`src/rtl/traffic_phase_ctrl.sv`:
```
// Two-road traffic light phase sequencer driven by a divided tick clock.
// Optional pedestrian walk/early-exit logic compiled in with `define TRAFFIC_PED_EN.
module traffic_phase_ctrl #(
    parameter int GREEN_T     = 10,
    parameter int YELLOW_T    = 3,
    parameter int RED_T       = 2,
    parameter int MIN_GREEN_T = 4,
    parameter int WALK_T      = 6
) (
    input  logic       clk,
    input  logic       rst,
    input  logic       tick_in,
    input  logic       ped_req,
    output logic [2:0] ns_light,
    output logic [2:0] ew_light,
    output logic       walk,
    output logic       ped_ack,
    output logic [2:0] phase,
    output logic [7:0] remain
);

    typedef enum logic [2:0] {
        RED_A = 3'd0,
        NS_G  = 3'd1,
        NS_Y  = 3'd2,
        RED_B = 3'd3,
        EW_G  = 3'd4,
        EW_Y  = 3'd5
    } state_t;

    localparam logic [7:0] GREEN_LD  = 8'(GREEN_T - 1);
    localparam logic [7:0] YELLOW_LD = 8'(YELLOW_T - 1);
    localparam logic [7:0] RED_LD    = 8'(RED_T - 1);

    localparam logic [2:0] LAMP_R = 3'b100;
    localparam logic [2:0] LAMP_Y = 3'b010;
    localparam logic [2:0] LAMP_G = 3'b001;

    state_t     state_q, state_d, nxt_state;
    logic [7:0] cnt_q, cnt_d;
    logic       tick_d_q;
    logic       walk_q, walk_d;
    logic       ack_q, ack_d;
    logic [2:0] ns_q, ns_d, ew_q, ew_d;
    logic       tick, enter, early_exit, ped_pend_w, walk_entry;

    assign tick = tick_in & ~tick_d_q;

    function automatic logic [7:0] load_of(input state_t s);
        case (s)
            NS_G, EW_G: load_of = GREEN_LD;
            NS_Y, EW_Y: load_of = YELLOW_LD;
            default:    load_of = RED_LD;
        endcase
    endfunction

`ifdef TRAFFIC_PED_EN
    localparam logic [7:0] WALK_LD   = 8'(WALK_T - 1);
    localparam logic [7:0] PED_LIMIT = 8'(GREEN_T - MIN_GREEN_T);

    logic pend_q, pend_d;

    assign ped_pend_w = pend_q;
    assign early_exit = pend_q && (state_q == NS_G || state_q == EW_G) && (cnt_q <= PED_LIMIT);

    // A request seen on the very clk of walk entry survives for the next all-red phase.
    always_comb begin
        pend_d = pend_q | ped_req;
        if (walk_entry) begin
            pend_d = ped_req;
        end
    end

    always_ff @(posedge clk or negedge rst) begin
        if (!rst) begin
            pend_q <= 1'b0;
        end else begin
            pend_q <= pend_d;
        end
    end
`else
    localparam int unused_cfg = WALK_T + MIN_GREEN_T;
    logic unused_ped;

    assign ped_pend_w = 1'b0;
    assign early_exit = 1'b0;
    assign unused_ped = ped_req ^ walk_entry;
`endif

    always_ff @(posedge clk or negedge rst) begin
        if (!rst) begin
            state_q  <= RED_A;
            cnt_q    <= RED_LD;
            tick_d_q <= 1'b0;
            walk_q   <= 1'b0;
            ack_q    <= 1'b0;
            ns_q     <= LAMP_R;
            ew_q     <= LAMP_R;
        end else begin
            state_q  <= state_d;
            cnt_q    <= cnt_d;
            tick_d_q <= tick_in;
            walk_q   <= walk_d;
            ack_q    <= ack_d;
            ns_q     <= ns_d;
            ew_q     <= ew_d;
        end
    end

    always_comb begin
        case (state_q)
            RED_A:   nxt_state = NS_G;
            NS_G:    nxt_state = NS_Y;
            NS_Y:    nxt_state = RED_B;
            RED_B:   nxt_state = EW_G;
            EW_G:    nxt_state = EW_Y;
            default: nxt_state = RED_A;
        endcase

        state_d    = state_q;
        cnt_d      = cnt_q;
        walk_d     = walk_q;
        ack_d      = 1'b0;
        enter      = 1'b0;
        walk_entry = 1'b0;

        // Illegal encodings fall back to RED_A without waiting for a tick.
        if (state_q > EW_Y) begin
            enter = 1'b1;
        end else if (tick) begin
            if (cnt_q == 8'd0 || early_exit) begin
                enter = 1'b1;
            end else begin
                cnt_d = cnt_q - 8'd1;
            end
        end

        if (enter) begin
            state_d    = nxt_state;
            cnt_d      = load_of(nxt_state);
            walk_d     = 1'b0;
            walk_entry = (nxt_state == RED_A || nxt_state == RED_B) && ped_pend_w;
`ifdef TRAFFIC_PED_EN
            if (walk_entry) begin
                cnt_d  = WALK_LD;
                walk_d = 1'b1;
                ack_d  = 1'b1;
            end
`endif
        end
    end

    always_comb begin
        ns_d = LAMP_R;
        ew_d = LAMP_R;
        case (state_d)
            NS_G:    ns_d = LAMP_G;
            NS_Y:    ns_d = LAMP_Y;
            EW_G:    ew_d = LAMP_G;
            EW_Y:    ew_d = LAMP_Y;
            default: ;
        endcase
    end

    assign ns_light = ns_q;
    assign ew_light = ew_q;
    assign walk     = walk_q;
    assign ped_ack  = ack_q;
    assign phase    = state_q;
    assign remain   = cnt_q;

endmodule

```
`config.mk`:
```
export PLATFORM = sky130hd
export DESIGN_NAME = traffic_phase_ctrl
export DESIGN_NICKNAME = d
export VERILOG_FILES = /design/src/rtl/traffic_phase_ctrl.sv
export SDC_FILE = /design/constraint.sdc
export NUM_CORES = 1
export LEC_CHECK = 0
export BUFFER_PORTS_ARGS = -buffer_cell sky130_fd_sc_hd__buf_2
export CAP_MARGIN = 10
export CORE_MARGIN = 1
export CORE_UTILIZATION = 40
export DETAILED_ROUTE_END_ITERATION = 10
export SLEW_MARGIN = 25
export SYNTH_ARGS = -nofsm -noshare
export SYNTH_HDL_FRONTEND = slang
export SYNTH_SLANG_ARGS = --single-unit
```
`constraint.sdc`:
```
create_clock -name clk -period 2.95 [get_ports clk]
set_input_delay 0.1475 -clock clk [delete_from_list [all_inputs] [get_ports clk]]
set_output_delay 0.1475 -clock clk [all_outputs]
set_load 0.02 [all_outputs]
```
==> metrics.md <==
| Metric | Value |
|---|---|
| Status | `finished clean` |
| Final Skew | `~9.7 ps` |
| Sw frac | `0.419` |
| Register area share after synthesis | `0.503` |
| Crit. End Element | `register` |
| Min cycle time layout | `1890 ps` |
| First-pass GRT wire length | `roughly 2.8 mm` |
| Top cells by instance count after synthesis | `dfrtp_1, nor2_1, xnor2_1, xor2_1, nor2b_1` |
| Core ar. | `roughly 0.0020 mm²` |
| Yosys warns | `0` |
| Root Driver | `clkbuf_4` |
| Detailed Route Iter0 Violations | `2` |
| Crit path required time | `3140 ps` |
| Die X | `roughly 50 µm` |
| Worst hold path type | `in -> async` |
| Crit path DAT | `between 2000 and 2500 ps` |
| Post-cts resize count | `0` |
| Post-Synthesis Cell Area | `around 900 µm²` |
| Clk sinks | `18` |
| Fraction of layout cells with a size suffix above 1 | `0.317` |
| CTS H-tree lvls | `1` |
| WL/cell | `between 10 and 15 µm` |
| Number of I/O pins | `23` |
| Crit path launch type | `register` |
| Area grow syn2layout | `18.3%` |
| Reg2reg setup slack | `approximately 1100 ps` |
| HPWL Detailed | `between 1 and 1.5 mm` |
| Clock-pin slew on the worst setup and hold paths | `about 110 ps` |
| Internal power | `between 0.5 and 0.6 mW` |
| CTS tree | `built` |
| RSZ-0062 raised after global routing | `no` |
| Final ANT Viol Nets | `0` |
| Placed Area | `about 0.001 mm²` |
| CTS max path bufs | `2` |
| Via-to-Cell Ratio | `between 4 and 5` |
| Yosys top cell area share | `0.416` |
| Fillers | `204` |
| Most frequent cell after synthesis | `dfrtp_1` |
| Critical path class | `reg -> reg` |
| Vias | `roughly 630` |
| Psw | `just under 0.4 mW` |
| Final hold vios | `0` |
| Maxcap violations | `0` |
| Drt first pass iters | `3` |
| RR Startpoint | `phase[1]$_DFF_PN0_` |
| Final instance area | `about 0.0011 mm²` |
| Routing usage on met1 | `0.231` |
| Flops & latches, synth | `18` |
| Vias in the first global route | `624` |
| Final period utilization | `0.641` |
| Initial Utilization | `0.442` |
| Die area | `about 0.0025 mm²` |
| Maximum fanout along the worst path | `13` |
| Synth area leader | `dfrtp_1` |
| RR Endpoint | `remain[3]$_DFFE_PN0P_` |
| P_leak | `about 0.52 nW` |
| Main synth FF type | `dfrtp_1` |
| Clock Latency Late Sink | `~300 ps` |
| Max Clk Rate | `between 500 and 600 MHz` |
| Netlist cell types | `33` |
| Final core occ | `0.523` |
| Post-Layout Cell Count | `131` |
| Gr usage total | `0.156` |
| Setup Viol. Count Final | `0` |
| Gate power share | `0.378` |
| Post-route setup slack | `1060 ps` |
| Dpl ws | `approximately 1100 ps` |
| DRC viols | `0` |
| Inserted Clock Buffers | `3` |
| Routed WL | `around 1.6 mm` |
| Sequential Power Share | `0.459` |
| Dpl cells | `roughly 130` |
| Layout net count | `approximately 110` |
| Cell Rows | `16` |
| Cell count after synthesis | `between 80 and 90` |
| Asr flop ratio synth | `1.00` |
| Die H | `49.5 µm` |
| Slew Viols, Final | `0` |
| Grt ovf | `0` |
| Area contributors post-synth | `dfrtp_1, dfstp_2, nor2_1` |
| Initial antenna violation count | `0` |
| RD Place Congestion | `~0.71` |
| Clock share of power | `0.163` |
| # diodes | `0` |
| Gr busiest metal | `met1` |
| Maximum vdd drop | `about 0.0006 V` |
| EDFF count, synth | `0` |
| Port Buffers | `19` |
| Reg2reg path depth | `5` |
| GR Layer Usage met2 | `0.205` |
| Global routing met3 resource utilization | `0.0278` |
| Power Dens Cells | `885 mW/mm²` |
| Sum Neg Setup Slack | `0 ps` |
| Synthesized area per cell | `~11 µm²` |
| Largest net degree at the start of global routing | `19` |
==> sequential cells by signal (all words and copies together), names as in the netlist <==
register,count
ew_light,3
ns_light,3
phase,3
remain,8
tick_d_q,1
==> cell usage in the layout, fill, tap and decap left out, types with 3 or more instances in the layout <==
cell | Yosys | final
nand2_1 | 3 | 3
buf_2 | 1 | 19
xnor2_1 | 5 | 5
dfrtp_1 | 15 | 15
a21oi_1 | 3 | 3
xor2_1 | 5 | 5
nor2_1 | 12 | 12
nor2b_1 | 4 | 4
clkbuf_4 | 0 | 3
dfstp_2 | 3 | 3
==> worst max-delay path: stages, from the launching register on <==
cell       delay, ps
dfrtp_1          620
nand2_2          150
a2111oi_4        440
xnor2_1          170
a211oi_1          70
or3_1            360
==> power by group through the flow <==
stage / Sequential (mW) / Combinational, mW / Clock (mW)
6_report: 0.434 / 0.358 / 0.154
5_1_grt: 0.447 / 0.401 / 0.173
4_1_cts: 0.434 / 0.362 / 0.161
3_5_place_dp: 0.438 / 0.359 / 0
2_1_floorplan: 0.507 / 0.181 / 0
3_3_place_gp: 0.435 / 0.355 / 0
==> layer usage <==
layer	wire (µm)	vias up
met5	0	-
met4	44	0
met3	63	5
met2	640	17
met1	821	292
li1	-	317
==> layout make-up <==
| class | instances | area, µm² | share of cell area |
|---|---|---|---|
| clock buffers | 4 | 36.3 | 0.0340 |
| inverters | 2 | 7.51 | 0.00703 |
| multi-input cells | 59 | 422 | 0.395 |
| flip-flops and latches | 18 | 454 | 0.425 |
| well taps | 27 | 33.8 | 0.0316 |
| repair buffers | 21 | 115 | 0.108 |
==> kinds of logic after synthesis <==
logic type / synth area share
AO/OA/AOI/OAI: 0.0970
buffers and inverters: 0.0346
adder cells (fa/ha/maj): 0.0277
XOR/XNOR: 0.0969
other: 0.00415
flip-flops: 0.503
AND/OR/NAND/NOR: 0.237
==> how the worst max path moves through the flow <==
| stage | startpoint | to | slack (ps) | cells past startpoint |
|---|---|---|---|---|
| floorplan | remain[0]$_DFFE_PN1P_ | remain[3]$_DFFE_PN0P_ | 1140 | 7 |
| global placement | phase[1]$_DFF_PN0_ | remain[3]$_DFFE_PN0P_ | 1100 | 5 |
| detailed placement | phase[1]$_DFF_PN0_ | remain[3]$_DFFE_PN0P_ | 1060 | 5 |
| CTS | phase[1]$_DFF_PN0_ | remain[3]$_DFFE_PN0P_ | 1060 | 5 |
| global route | phase[1]$_DFF_PN0_ | remain[3]$_DFFE_PN0P_ | 920 | 5 |
| finish | phase[1]$_DFF_PN0_ | remain[3]$_DFFE_PN0P_ | 1060 | 5 |
==> through the flow <==
step                      power (mW)  hold slack (ps)
after floorplan                0.688             -148
after global placement         0.790             94.2
after detailed placement       0.797             97.6
after CTS                      0.957              288
after global routing            1.02              307
final                          0.945              284
==> timing repair <==
| item | CTS | global route |
|---|---|---|
| hold buffers | 2 | 0 |
| hold endpoints to repair | 16 | 0 |
| buffers inserted | 0 | 0 |
Note: power is estimated with default switching activity, not from simulation.
